## config.mk

```make
export PLATFORM = sky130hd
export DESIGN_NAME = serial_tx
export DESIGN_NICKNAME = d
export VERILOG_FILES = /design/src/rtl/serial_pkg.sv /design/src/rtl/serial_tx_bit_timer.sv /design/src/rtl/serial_tx.sv
export SDC_FILE = /design/constraint.sdc
export NUM_CORES = 1
export LEC_CHECK = 0
export ABC_AREA = 0
export BUFFER_PORTS_ARGS = -buffer_cell sky130_fd_sc_hd__buf_2
export CAP_MARGIN = 20
export CORE_AREA = 5 5 61 63
export DETAILED_ROUTE_END_ITERATION = 6
export DIE_AREA = 0 0 66 68
export PLACE_DENSITY = 0.8
export SLEW_MARGIN = 5
export SYNTH_ARGS = -nofsm -noshare
export SYNTH_HDL_FRONTEND = slang
export SYNTH_SLANG_ARGS = --single-unit
```

## constraint.sdc

```tcl
create_clock -name CLK -period 2.57 [get_ports CLK]
set_input_delay 0.771 -clock CLK [delete_from_list [all_inputs] [get_ports CLK]]
set_output_delay 0.771 -clock CLK [all_outputs]
set_load 0.005 [all_outputs]
```

## src/rtl/serial_pkg.sv

```systemverilog
// rtl/serial_pkg.sv - shared state encoding and line levels for the serial transmitter
// PARITY exists only when SERIAL_TX_PARITY_EN is defined.
package serial_pkg;

  typedef enum logic [2:0] {
    ST_IDLE   = 3'd0,
    ST_START  = 3'd1,
    ST_DATA   = 3'd2,
`ifdef SERIAL_TX_PARITY_EN
    ST_PARITY = 3'd3,
`endif
    ST_STOP   = 3'd4
  } tx_state_t;

  localparam logic IDLE_LEVEL  = 1'b1;
  localparam logic START_LEVEL = 1'b0;

endpackage

```

## src/rtl/serial_tx_bit_timer.sv

```systemverilog
// rtl/serial_tx_bit_timer.sv - CLKS_PER_BIT down-counter with a one-cycle Tick on its last count
module bit_timer #(
  parameter int CLKS_PER_BIT = 4
) (
  input  logic CLK,
  input  logic Reset,
  input  logic Load,
  output logic Tick
);

  localparam logic [15:0] RELOAD = 16'(CLKS_PER_BIT - 1);

  logic [15:0] count;

  // Auto-reload at zero so consecutive bit periods within DATA need no extra Load.
  always_ff @(posedge CLK) begin
    if (Reset) begin
      count <= 16'd0;
    end else if (Load || (count == 16'd0)) begin
      count <= RELOAD;
    end else begin
      count <= count - 16'd1;
    end
  end

  assign Tick = (count == 16'd0);

endmodule

```

## src/rtl/serial_tx.sv

```systemverilog
// rtl/serial_tx.sv - framed LSB-first serial transmitter with Valid/Ready payload intake
// Optional even-parity bit enabled by defining SERIAL_TX_PARITY_EN.
module serial_tx
  import serial_pkg::*;
#(
  parameter int DATA_W       = 8,
  parameter int CLKS_PER_BIT = 4
) (
  input  logic              CLK,
  input  logic              Reset,
  input  logic [DATA_W-1:0] Data,
  input  logic              Valid,
  output logic              Ready,
  output logic              TxD,
  output logic              Busy
);

  localparam logic [4:0] LAST_IDX = 5'(DATA_W - 1);

  tx_state_t         state;
  logic [DATA_W-1:0] shreg;
  logic [DATA_W-1:0] shifted;
  logic [4:0]        bit_idx;
  logic              txd_q;
  logic              tick;
  logic              accept;
`ifdef SERIAL_TX_PARITY_EN
  logic              parity_q;
`endif

  assign Ready   = (state == ST_IDLE);
  assign Busy    = ~Ready;
  assign accept  = Valid & Ready;
  assign shifted = shreg >> 1;
  assign TxD     = txd_q;

  bit_timer #(
    .CLKS_PER_BIT(CLKS_PER_BIT)
  ) u_bit_timer (
    .CLK  (CLK),
    .Reset(Reset),
    .Load (accept),
    .Tick (tick)
  );

  // TxD is loaded with the level of the state being entered, so it lines up with the state.
  always_ff @(posedge CLK) begin
    if (Reset) begin
      state    <= ST_IDLE;
      txd_q    <= IDLE_LEVEL;
      shreg    <= '0;
      bit_idx  <= 5'd0;
`ifdef SERIAL_TX_PARITY_EN
      parity_q <= 1'b0;
`endif
    end else begin
      case (state)
        ST_IDLE: begin
          if (Valid) begin
            shreg    <= Data;
            bit_idx  <= 5'd0;
`ifdef SERIAL_TX_PARITY_EN
            parity_q <= ^Data;
`endif
            txd_q    <= START_LEVEL;
            state    <= ST_START;
          end
        end
        ST_START: begin
          if (tick) begin
            txd_q   <= shreg[0];
            bit_idx <= 5'd0;
            state   <= ST_DATA;
          end
        end
        ST_DATA: begin
          if (tick) begin
            shreg <= shifted;
            if (bit_idx == LAST_IDX) begin
`ifdef SERIAL_TX_PARITY_EN
              txd_q <= parity_q;
              state <= ST_PARITY;
`else
              txd_q <= IDLE_LEVEL;
              state <= ST_STOP;
`endif
            end else begin
              bit_idx <= bit_idx + 5'd1;
              txd_q   <= shifted[0];
            end
          end
        end
`ifdef SERIAL_TX_PARITY_EN
        ST_PARITY: begin
          if (tick) begin
            txd_q <= IDLE_LEVEL;
            state <= ST_STOP;
          end
        end
`endif
        ST_STOP: begin
          if (tick) begin
            txd_q <= IDLE_LEVEL;
            state <= ST_IDLE;
          end
        end
        default: begin
          txd_q <= IDLE_LEVEL;
          state <= ST_IDLE;
        end
      endcase
    end
  end

endmodule

```

==> out/metrics.yaml <==
ir_worst_vdd_mv: 0.541
r2r-start: "u_bit_timer.count[0]$_SDFF_PP0_"
grt_pass1_wl_microns: 5470
via_count: 1336
timing.setup.tns_ps: 0
clock-skew-final_ps: 4.67
initial_core_util: 0.520
start_kind: "register"
wire_per_inst_microns: 11.9
via_per_inst: 5.45
worstSetupEndpointType: "register"
p_sw_frac: 0.421
place_congestion: 0.820
cts_setup_buffers: 0
final_cell_mix: "33 x dfxtp_1, 32 x nor2_1, 14 x a21oi_1"
synth_seq_cells: 33
ys.flop_type: "dfxtp_1"
ant_nets: 0
grt_usage: 0.157
hold_class: "reg -> reg"
cts_made_buffers: 5
grt_max_degree: 23
synthesis.instances: 186
power_density_nw_per_um2: 1290
combPwrFrac: 0.479
maxSlewViolCount: 0
final_common_cell: "dfxtp_1"
synthArstFlopShare: 0
cts_root_buf: "clkbuf_4"
crit_start: "u_bit_timer.count[0]$_SDFF_PP0_"
ff_latch_area_sq_um: 661
gr-total-overflow: 0
dr.first_iter.drc_count: 91
drive_gt1_frac: 0.176
p_sw_uw: 975
yosys.area.top_type: "dfxtp_1"
first_pass_iters: 4
dp_cells: 237
tightest_slew_ps: 582
avgSynthCellArea_sq_um: 8.89
port_buffers: 13
cp_cell_sequence: "inv_1 -> ha_1 -> nor3b_4 -> nand4_2 -> o21ai_2 -> nor2_1 -> a211oi_2"
cp_slowest_stage_delay_ps: 550
critPathSlowestCell: "o21ai_2"
clock_latency_ps: 330
period_needed_ps: 2110
post-route-period-util: 0.822
drc: 0
clock-sinks: 33
io_pins: 14
ys_types: 41
cts_max_path_buffers: 2
outcome: "finished clean"
yosysSeqAreaShare: 0.399
first_global_vias: 1301
syn_nets: 199
wl_microns: 2920
grt_setup_unrepaired: "no"
finalHoldViolCount: 0
cp_max_fo: 14
synth_edf_count: 0
hold_buffers: 0
multiInputGateArea_sq_um: 917
power_frac_seq: 0.380
leakagePower_nw: 0.712
clkPwrFrac: 0.142
htree_num_levels: 2
holdCritStartpoint: "bit_idx[1]$_SDFFE_PP0P_"
placed_area_sq_um: 1730
hpwl_microns: 2100
p_total_mw: 2.32
final_area_sq_um: 1800
diodes: 0
cts_tree: "built"
setup_viol: 0
dieWidth_microns: 66
areaGrowthSynthToFinish_pct: 8.85
critical_path_class: "reg -> reg"
p_int_mw: 1.34
std_cell_rows: 21
yosys-top-cells-area: "dfxtp_1 40%, nor2_1 7.3%, mux2i_1 4.8%"
dieArea_sq_um: 4490
clkTransAtPathRegs_ps: 100
slew_headroom: 0.612
syn_area_sq_um: 1650
critPathArrivalTime_ps: 2370
synth_top_area_share: 0.399
fin_nets: 211
max_freq_mhz: 473
place_ws_ps: 437
finalNonFillerCells: 245
synth_warnings: 0
maxCapViolCount: 0
worstPathRequired_ps: 2830
fill_cells: 306
cts_resized: 0
antenna_found_initial: 0
worst_slack_ps: 458
core_sq_um: 3180
die_h_microns: 68
[worst max-delay path, delay by kind of cell, from the launching register on]
kind / cells / cell delay [ps]
buf+inv: 1 / 70
compound gates: 2 / 760
fa+ha+maj: 1 / 180
flops: 1 / 350
simple gates: 3 / 700
[cell type report]
class,instances,area share
clock buffer,7,0.0361
inverter,6,0.0125
sequential,33,0.367
timing repair buffer,14,0.0403
multi-input combinational,138,0.509
tap,46,0.0320
clock inverter,1,0.00278
[state kept, by name (all words and copies together) (netlist names)]
signal / cells
shreg: 8
TxD: 1
state: 3
bit_idx: 5
u_bit_timer.count: 16
[Yosys cell counts, drive strengths merged (5+ instances only)]
library cell and count:
xnor2 7, inv 6, nor4 6, o21ai 5, nor3 6, a21oi 14, dfxtp 33, mux2i 8
nand2 12, buf 6, nor2 32, nand3 5, a211oi 8
[power groups by stage]
stage | Clock (mW) | Combinational (mW) | Sequential, mW
CTS | 0.340 | 1.12 | 0.881
global placement | 0 | 1.10 | 0.886
detailed placement | 0 | 1.11 | 0.894
finish | 0.328 | 1.11 | 0.880
global route | 0.364 | 1.27 | 0.910
floorplan | 0 | 0.973 | 0.848
[kinds of logic after synthesis]
group	Yosys count	share of synthesized area
buf+inv	15	0.0461
simple gates	82	0.291
fa+ha+maj	2	0.0151
flops	33	0.399
compound gates	36	0.147
xor+xnor	10	0.0530
mux	8	0.0484
[per-layer routing]
metal,track usage,up-vias,share of wire
li1,-,692,-
met1,0.189,615,0.49
met2,0.259,24,0.46
met3,0.0427,5,0.036
met4,0.0787,0,0.014
met5,0,-,0
[final timing paths]
| kind | endpoint | slack, ps | cells after the start |
|---|---|---|---|
| setup / recovery | shreg[4]$_SDFFE_PP0P_ | 460 | 7 |
| hold / removal | bit_idx[1]$_SDFFE_PP0P_ | 480 | 2 |
| setup reg to reg | shreg[4]$_SDFFE_PP0P_ | 460 | 7 |
| hold reg to reg | bit_idx[1]$_SDFFE_PP0P_ | 480 | 2 |
[through the flow]
| stage | hold slack, ps | util |
|---|---|---|
| after floorplan | 450 | - |
| after global placement | 473 | 0.544 |
| after detailed placement | 472 | 0.544 |
| after CTS | 485 | 0.566 |
| after global routing | 528 | 0.566 |
| final | 481 | 0.566 |
Power figures use the tool's default switching activity.
